### src/rtl/game_pkg.sv
// Shared game constants: screen bounds, default sprite sizes, life and
// invulnerability defaults, and the 2-bit encoding of the hit-judge FSM.
package game_pkg;

    // Visible screen bounds in pixels
    localparam int SCREEN_W = 640;
    localparam int SCREEN_H = 480;

    // Default sprite box sizes
    localparam int BULLET_W_DEF = 8;
    localparam int BULLET_H_DEF = 8;
    localparam int PLAYER_W_DEF = 32;
    localparam int PLAYER_H_DEF = 32;

    // Default life count and invulnerability length (frames)
    localparam int LIVES_DEF      = 3;
    localparam int INV_FRAMES_DEF = 60;

    // Hit-judge FSM encoding
    localparam logic [1:0] ST_PLAY   = 2'd0;
    localparam logic [1:0] ST_INVULN = 2'd1;
    localparam logic [1:0] ST_OVER   = 2'd2;

endpackage

### src/rtl/box_overlap.sv
// Purely combinational axis-aligned box overlap test between one bullet
// box and the player box. Edges that only touch do not count as overlap.
// Ports:
//   bx, by   bullet top-left corner (11-bit x, 10-bit y)
//   px, py   player top-left corner (11-bit x, 10-bit y)
//   overlap  1 when the two boxes share at least one pixel
module box_overlap
    import game_pkg::*;
#(
    parameter int BULLET_W = BULLET_W_DEF,
    parameter int BULLET_H = BULLET_H_DEF,
    parameter int PLAYER_W = PLAYER_W_DEF,
    parameter int PLAYER_H = PLAYER_H_DEF
) (
    input  logic [10:0] bx,
    input  logic [9:0]  by,
    input  logic [10:0] px,
    input  logic [9:0]  py,
    output logic        overlap
);

    localparam logic [11:0] BW = 12'(BULLET_W);
    localparam logic [11:0] BH = 12'(BULLET_H);
    localparam logic [11:0] PW = 12'(PLAYER_W);
    localparam logic [11:0] PH = 12'(PLAYER_H);

    // 12-bit operands leave headroom so corner+size never wraps
    logic [11:0] bx_s;
    logic [11:0] by_s;
    logic [11:0] px_s;
    logic [11:0] py_s;

    assign bx_s = {1'b0, bx};
    assign by_s = {2'b00, by};
    assign px_s = {1'b0, px};
    assign py_s = {2'b00, py};

    // Strict separating-axis test on both axes
    always_comb begin
        overlap = (bx_s < (px_s + PW)) && (px_s < (bx_s + BW)) &&
                  (by_s < (py_s + PH)) && (py_s < (by_s + BH));
    end

endmodule

### src/rtl/bullet_hit_judge.sv
// Per-frame collision judge between a set of bullets and the player box.
// Tracks lives, runs an invulnerability window after each non-fatal hit and
// holds a sticky game-over state until reset.
// Ports:
//   clk, rst   clock and synchronous active-high reset
//   frame      one-cycle frame tick; positions are sampled on this cycle
//   bullet_x   packed bullet x coordinates, 11 bits per bullet
//   bullet_y   packed bullet y coordinates, 10 bits per bullet
//   player_x   player top-left x
//   player_y   player top-left y
//   hit        one-cycle pulse when a life is lost
//   lives      remaining lives
//   invuln     high during the invulnerability window
//   over       game over, sticky until rst
module bullet_hit_judge
    import game_pkg::*;
#(
    parameter int N_BULLETS  = 2,
    parameter int BULLET_W   = BULLET_W_DEF,
    parameter int BULLET_H   = BULLET_H_DEF,
    parameter int PLAYER_W   = PLAYER_W_DEF,
    parameter int PLAYER_H   = PLAYER_H_DEF,
    parameter int LIVES      = LIVES_DEF,
    parameter int INV_FRAMES = INV_FRAMES_DEF
) (
    input  logic                    clk,
    input  logic                    rst,
    input  logic                    frame,
    input  logic [11*N_BULLETS-1:0] bullet_x,
    input  logic [10*N_BULLETS-1:0] bullet_y,
    input  logic [9:0]              player_x,
    input  logic [9:0]              player_y,
    output logic                    hit,
    output logic [2:0]              lives,
    output logic                    invuln,
    output logic                    over
);

    localparam logic [2:0] LIVES_INIT = 3'(LIVES);
    localparam logic [7:0] INV_INIT   = 8'(INV_FRAMES);

    logic [N_BULLETS-1:0] overlap_s;
    logic                 any_hit_s;
    logic [10:0]          px_ext_s;

    logic [1:0] state_r;
    logic [2:0] lives_r;
    logic [7:0] inv_cnt_r;
    logic       hit_r;
    logic       invuln_r;
    logic       over_r;

    logic [1:0] state_s;
    logic [2:0] lives_s;
    logic [7:0] inv_cnt_s;
    logic       hit_s;

    assign px_ext_s = {1'b0, player_x};

    for (genvar i = 0; i < N_BULLETS; i++) begin : g_bullet
        box_overlap #(
            .BULLET_W(BULLET_W),
            .BULLET_H(BULLET_H),
            .PLAYER_W(PLAYER_W),
            .PLAYER_H(PLAYER_H)
        ) u_overlap (
            .bx      (bullet_x[11*i +: 11]),
            .by      (bullet_y[10*i +: 10]),
            .px      (px_ext_s),
            .py      (player_y),
            .overlap (overlap_s[i])
        );
    end

    // Several simultaneous overlaps collapse into one hit
    assign any_hit_s = |overlap_s;

    // Next-state, life and invulnerability-counter logic
    always_comb begin
        state_s   = state_r;
        lives_s   = lives_r;
        inv_cnt_s = inv_cnt_r;
        hit_s     = 1'b0;
        if (frame) begin
            case (state_r)
                ST_PLAY: begin
                    if (any_hit_s) begin
                        hit_s = 1'b1;
                        if (lives_r > 3'd1) begin
                            lives_s   = lives_r - 3'd1;
                            inv_cnt_s = INV_INIT;
                            state_s   = ST_INVULN;
                        end else begin
                            lives_s = 3'd0;
                            state_s = ST_OVER;
                        end
                    end else begin
                        state_s = ST_PLAY;
                    end
                end
                ST_INVULN: begin
                    // Overlaps ignored; leave on the frame that consumes the last count
                    inv_cnt_s = inv_cnt_r - 8'd1;
                    if (inv_cnt_r == 8'd1) begin
                        state_s = ST_PLAY;
                    end else begin
                        state_s = ST_INVULN;
                    end
                end
                ST_OVER: begin
                    state_s = ST_OVER;
                end
                default: begin
                    // Unreachable encoding: recover into a safe state
                    state_s   = ST_PLAY;
                    inv_cnt_s = 8'd0;
                end
            endcase
        end else begin
            state_s = state_r;
        end
    end

    // State and output registers; outputs are decoded from the next state
    always_ff @(posedge clk) begin
        if (rst) begin
            state_r   <= ST_PLAY;
            lives_r   <= LIVES_INIT;
            inv_cnt_r <= 8'd0;
            hit_r     <= 1'b0;
            invuln_r  <= 1'b0;
            over_r    <= 1'b0;
        end else begin
            state_r   <= state_s;
            lives_r   <= lives_s;
            inv_cnt_r <= inv_cnt_s;
            hit_r     <= hit_s;
            invuln_r  <= (state_s == ST_INVULN);
            over_r    <= (state_s == ST_OVER);
        end
    end

    assign hit    = hit_r;
    assign lives  = lives_r;
    assign invuln = invuln_r;
    assign over   = over_r;

endmodule

### config.mk
export PLATFORM = sky130hd
export DESIGN_NAME = bullet_hit_judge
export DESIGN_NICKNAME = d
export VERILOG_FILES = /design/src/rtl/game_pkg.sv /design/src/rtl/box_overlap.sv /design/src/rtl/bullet_hit_judge.sv
export SDC_FILE = /design/constraint.sdc
export NUM_CORES = 1
export LEC_CHECK = 0
export ABC_AREA = 0
export CAP_MARGIN = 20
export CORE_MARGIN = 4
export CORE_UTILIZATION = 35
export DETAILED_ROUTE_END_ITERATION = 6
export GPL_ROUTABILITY_DRIVEN = 1
export HOLD_SLACK_MARGIN = 0.12
export PLACE_DENSITY_LB_ADDON = 0.2
export SLEW_MARGIN = 20
export SYNTH_ARGS = -nofsm -noshare
export SYNTH_HDL_FRONTEND = slang
export SYNTH_SLANG_ARGS = --single-unit
### constraint.sdc
create_clock -name clk -period 4 [get_ports clk]
set_input_delay 0.6 -clock clk [delete_from_list [all_inputs] [get_ports clk]]
set_output_delay 0.6 -clock clk [all_outputs]
set_load 0.01 [all_outputs]
; ---- After elaboration in Yosys (flattened, before gate mapping)
; Index checks and enable logic that the tools add are counted.
[totals]
regBits = 16
inputBits = 65
[classes]
addsub = 8
magnitude_cmp = 9
n_eq_ne = 7
mux = 10
bitwise_logic = 3
n_reduce_logical = 11
[op_table]
columns = op, count
row1 = 10-bit by 12-bit less-than comparator with 1-bit output, 6
row2 = 11-bit by 4-bit adder with 12-bit output (second input constant), 2
row3 = 11-bit by 12-bit less-than comparator with 1-bit output, 2
row4 = 8-bit case mux with 3 select lines, 1
row5 = 10-bit by 4-bit adder with 11-bit output (second input constant), 2
row6 = 10-bit by 6-bit adder with 11-bit output (second input constant), 2
row7 = 8-bit two-way mux, 2
row8 = 8-bit by 1-bit == test with 1-bit output (second input constant), 1
row9 = 8-bit by 1-bit subtractor with 8-bit output (second input constant), 1
row10 = 1-bit logical AND, 6
row11 = 2-bit two-way mux, 3
row12 = 2-bit case mux with 3 select lines, 1
row13 = 2-bit by 1-bit == test with 1-bit output (second input constant), 2
row14 = 2-bit == test (second input constant), 2
row15 = 2-bit != test (second input constant), 2
row16 = 4-bit AND reduction, 1
row17 = 3-bit by 1-bit > comparator with 1-bit output (second input constant), 1
row18 = 3-bit two-way mux, 1
row19 = 1-bit inverter, 3
row20 = 3-bit AND reduction, 1
row21 = 3-bit OR reduction, 1
row22 = 3-bit by 1-bit subtractor with 3-bit output (second input constant), 1
row23 = 2-bit zero test, 1
row24 = 1-bit two-way mux, 2
row25 = 2-bit OR reduction, 1

; ---- Longest topological paths before layout
[depth]
ltp_word = 10
depth_mapped = 12

; ---- Cells and area by module
; From an unflattened synthesis, not the netlist that was laid out.
[hier_totals]
cells_unflattened = 415
area_unflattened_um2 = 3321.9
[by_module_without_submodules]
columns = module, instances, cells_per_inst, area_each_um2
row1 = box_overlap at g_bullet[1].u_overlap, 1, 162, 1246.2
row2 = box_overlap at g_bullet[0].u_overlap, 1, 153, 1231.2
row3 = bullet_hit_judge, 1, 100, 844.6

; ---- Worst setup path before layout
; Ideal clock, no wire load.
[synth_path]
path_kind = input port to flip-flop
from = in bullet_y[13]
to = reg over_r (netlist: over)
setup_ns = 0.073
arrival_time_ns = 3.026
required_time_ns = 3.927
slack_ns = 0.901
path_stages = 12
n_path_buf = 0
cell_sequence = ha_1 -> and3_1 -> xnor2_1 -> ha_1 -> a21oi_1 -> nor2b_1 -> a2111oi_0 -> a21oi_1 -> nor4_2 -> a32oi_4 -> o41ai_4 -> nor3b_2
[synth_between]
elab_chain_len = 8
word_cells_on_any_way = 10
classes_between = add/sub (1) / order compare (2) / eq/ne (1) / mux (3) / reduce/logical (3)
[synth_rtl]
columns = item, line
row1 = from (decl), bullet_hit_judge.sv:30  ; input logic [10*N_BULLETS-1:0] bullet_y,
row2 = 10-bit by 4-bit adder with 11-bit output or 10-bit by 12-bit less-than comparator with 1-bit output (tied branches), box_overlap.sv:41  ; (by_s < (py_s + PH)) && (py_s < (by_s + BH));
row3 = 10-bit by 12-bit less-than comparator with 1-bit output or 1-bit logical AND (tied branches), "box_overlap.sv:41, box_overlap.sv:40"
row4 = 1-bit logical AND (*), box_overlap.sv:41
row5 = 2-bit OR reduction (*), bullet_hit_judge.sv:76  ; assign any_hit_s = |overlap_s;
row6 = 2-bit two-way mux (*), bullet_hit_judge.sv:87  ; if (any_hit_s) begin
row7 = 2-bit case mux with 3 select lines (*), bullet_hit_judge.sv:85  ; case (state_r)
row8 = 2-bit two-way mux (*), bullet_hit_judge.sv:84  ; if (frame) begin
row9 = 2-bit == test (*), bullet_hit_judge.sv:139  ; over_r <= (state_s == ST_OVER);
row10 = to (signal assigned), bullet_hit_judge.sv:139
row11 = to (decl), bullet_hit_judge.sv:51  ; logic over_r;
; Every way passes the cells marked *; elsewhere a longest branch is shown, timed or not.
; A chain may end at the register's enable or synchronous reset.

; ---- Worst setup path after layout
; Ends and elaborated chain as after synthesis.

==> impl_metrics.env <==
export IMPL_grt_use_total_pct=15.70
export IMPL_ir_drop_mv=0.1550
export IMPL_start_util_pct=35.93
export IMPL_gp_congestion=0.8337
export IMPL_synth_cell_types=60
export IMPL_detailed_place_area_mm2=0.003971
export IMPL_fin_area_mm2=0.004026
export IMPL_rsz0062_at_grt="no"
export IMPL_holdPathEnd="inv_cnt_r[6]"
export IMPL_drtIter0Drc=143
export IMPL_synth_area_leaders="ha_1, dfxtp_1, xor2_1"
export IMPL_synthXorXnorAreaFrac_pct=8.949
export IMPL_whs_path_depth=2
export IMPL_route_top_layer_used="met4"
export IMPL_cts_root_buf="clkbuf_8"
export IMPL_numClockSinks=16
export IMPL_grt_pass1_wl_um=13590
export IMPL_cts_resized=0
export IMPL_final_cell_mix="ha_1, clkdlybuf4s50_1, inv_1, a21oi_1"
export IMPL_syn_inst=382
export IMPL_syn_nets=526
export IMPL_synth_compound_area_share_pct=23.92
export IMPL_die_w_um=102.4
export IMPL_cts_tree="done"
export IMPL_io_buffers=70
export IMPL_tightestPinTransition_ns=0.5420
export IMPL_ys_ff_latch=16
export IMPL_die_area_mm2=0.01048
export IMPL_die_y_um=102.4
export IMPL_start_kind="input port"
export IMPL_grt_remaining_overflow=0
export IMPL_ys_warnings_count=0
export IMPL_ios=71
export IMPL_status="complete, no violations"
export IMPL_end_kind="flip-flop"
export IMPL_max_stage_delay_ns=0.57
export IMPL_first_pass_iters=4
export IMPL_finalMaxSlewViolations=0
export IMPL_fin_setup_tns_ns=0
export IMPL_cp_max_fo=8
export IMPL_worstPathArrival_ns=3.88
export IMPL_hold_viol=0
export IMPL_grt_max_degree=14
export IMPL_critPathRequiredTime_ns=4.18
export IMPL_synth_simple_area_share_pct=19.86
export IMPL_setup_viol=0
export IMPL_avgSynthCellArea_um2=8.162
export IMPL_yosysTopAreaCell="ha_1"
export IMPL_synth_edf_count=0
export IMPL_final_layout_size_suffix_gt1_share_pct=6.360
export IMPL_synthFlopType="dfxtp_1"
export IMPL_core_area_mm2=0.008678
export IMPL_areaGrowthSynthToFinish_pct=29.13
export IMPL_holdCritPathClass="flip-flop to flip-flop"
export IMPL_power_mw=0.8062
export IMPL_timing_rr_end="inv_cnt_r[1]"
export IMPL_cts_setup_buffers=0
export IMPL_post_route_period_util_pct=92.45
export IMPL_crit_slowest_cell="clkdlybuf4s50_1"
export IMPL_synth_top_area_share_pct=31.70
export IMPL_reg2reg_slack_ns=2.37
export IMPL_fillers=874
export IMPL_htree_levels=1
export IMPL_ys_async_sr_fraction_pct=0
export IMPL_route_detailed_drc=0
export IMPL_insertion_delay_ns=0.25
export IMPL_drt_total_wl_um=8198
export IMPL_synthAdderAreaFrac_pct=31.70
export IMPL_clock_skew_ns=0.001439
export IMPL_hpwl_um=7047
export IMPL_grt_antenna_before_repair=0
export IMPL_rr_startpoint="inv_cnt_r[0]"
export IMPL_power_density_mw_per_mm2=200.2
export IMPL_dr_total_vias=3020
export IMPL_post_drt_via_cell_ratio=5.355
export IMPL_layout_commonest_cell="ha_1"
export IMPL_route_met3_wl_um=318
export IMPL_hold_buffers=0
export IMPL_yosysSeqAreaShare_pct=10.27
export IMPL_rows=34
export IMPL_cts_buffers=3
export IMPL_synth_top_family_by_area="adder cells"
export IMPL_wl_met2_um=3898
export IMPL_syn_area_mm2=0.003118
export IMPL_cp_cell_sequence="clkdlybuf4s50_1 -> ha_1 -> and3_1 -> xnor2_1 -> ha_1 -> a21oi_1 -> nor2b_1 -> a2111oi_0 -> a21oi_1 -> nor4_2 -> a32oi_4 -> o41ai_4 -> nor3b_2"
export IMPL_cpLargestDelayFamily="compound AO/OA/AOI/OAI gates"
export IMPL_grt_pass1_vias=2985
export IMPL_ant_nets=0
export IMPL_crit_buf_inv=1
export IMPL_rr_worst_depth=4
export IMPL_power_leakage_nw=1.766
export IMPL_min_delay_start="inv_cnt_r[6]"
export IMPL_final_nets=601
export IMPL_clk_path_buf_depth=2
export IMPL_holdWs_ns=0.5054
export IMPL_antennaDiodeCount=0
export IMPL_synth_mux_area_share_pct=0.6822
export IMPL_cts_clk_slew_worst_paths_ns=0.06
export IMPL_relSlewSlack_pct=63.75
export IMPL_wl_per_cell_um=14.54
export IMPL_maxCapViolations=0
export IMPL_min_period_ns=3.698
export IMPL_fmax_ghz=0.2704
export IMPL_m1WireLength_um=3877
export IMPL_timing_worst_setup_path_type="input port to flip-flop"
-- sequential cells by signal (all words and copies together), names as in the netlist --
| name | count |
|---|---|
| over | 1 |
| lives | 3 |
| state_r | 2 |
| hit | 1 |
| inv_cnt_r | 8 |
| invuln | 1 |
-- worst max path at each step --
| stage | startpoint | to | slack (ns) | cells after the start |
|---|---|---|---|---|
| 6_report | bullet_y[13] | over | 0.30 | 13 |
| 5_1_grt | bullet_y[13] | over | 0.02 | 13 |
| 2_1_floorplan | bullet_y[13] | over | 0.90 | 12 |
| 3_3_place_gp | bullet_y[13] | over | 0.12 | 13 |
| 4_1_cts | bullet_y[13] | over | 0.26 | 13 |
| 3_5_place_dp | bullet_y[13] | over | 0.01 | 13 |
-- area by class of cell --
| cell class | instances | area, um^2 | area share (%) |
|---|---|---|---|
| Multi-Input combinational cell | 328 | 2654 | 65.91 |
| Timing Repair Buffer | 75 | 738.2 | 18.33 |
| Sequential cell | 16 | 320.3 | 7.955 |
| Tap cell | 108 | 135.1 | 3.356 |
| Inverter | 33 | 123.9 | 3.076 |
| Clock buffer | 4 | 55.05 | 1.367 |
-- cell families after synthesis --
| family | count (synthesis) |
|---|---|
| fa+ha+maj | 79 |
| xor+xnor | 31 |
| buf+inv | 38 |
| mux | 2 |
| compound gates | 101 |
| flops | 16 |
| simple gates | 115 |
-- synth_stat cells (3+ instances only) --
cell and instances:
xor2_1 16, nand2b_1 6, dfxtp_1 16, nor2_1 21, o21ai_1 3, and3_1 12, a21o_1 3, o21ai_0 18
o211ai_1 8, nor3_1 9, a211oi_1 6, xnor2_1 14, nor3b_1 3, a21oi_1 26, nand2_1 20, clkbuf_1 4
nand4_1 5, o21a_1 3, nand3_1 21, nor2b_1 3, ha_1 79, inv_1 33
-- worst reg2reg max path, delay by kind of cell, from the launching register on --
family | cells | cell delay [ns]
adders and majority gates | 1 | 0.28
AOI/OAI and AO/OA | 1 | 0.16
and+or+nand+nor | 1 | 0.65
buffers and inverters | 1 | 0.08
DFF | 1 | 0.38
-- power breakdown --
group / internal (mW) / switching [mW]
Sequential: 0.178 / 0.0205
Clock: 0.0874 / 0.0578
Combinational: 0.227 / 0.236
-- metal layers --
layer,track usage [%],up-vias
met5,0,-
met4,2.321,0
met3,1.775,8
met2,27.44,59
met1,21.16,1379
li1,-,1574
-- metrics by stage --
stage                     util (%)  setup WS, ns  std cells
after global routing         46.40       0.01739        564
after floorplan                  -        0.9008        382
final                        46.40        0.3018        564
after CTS                    46.40        0.2637        564
after detailed placement     45.76       0.01236        560
after global placement       45.76        0.1232        560
(Power assumes the default switching activity.)
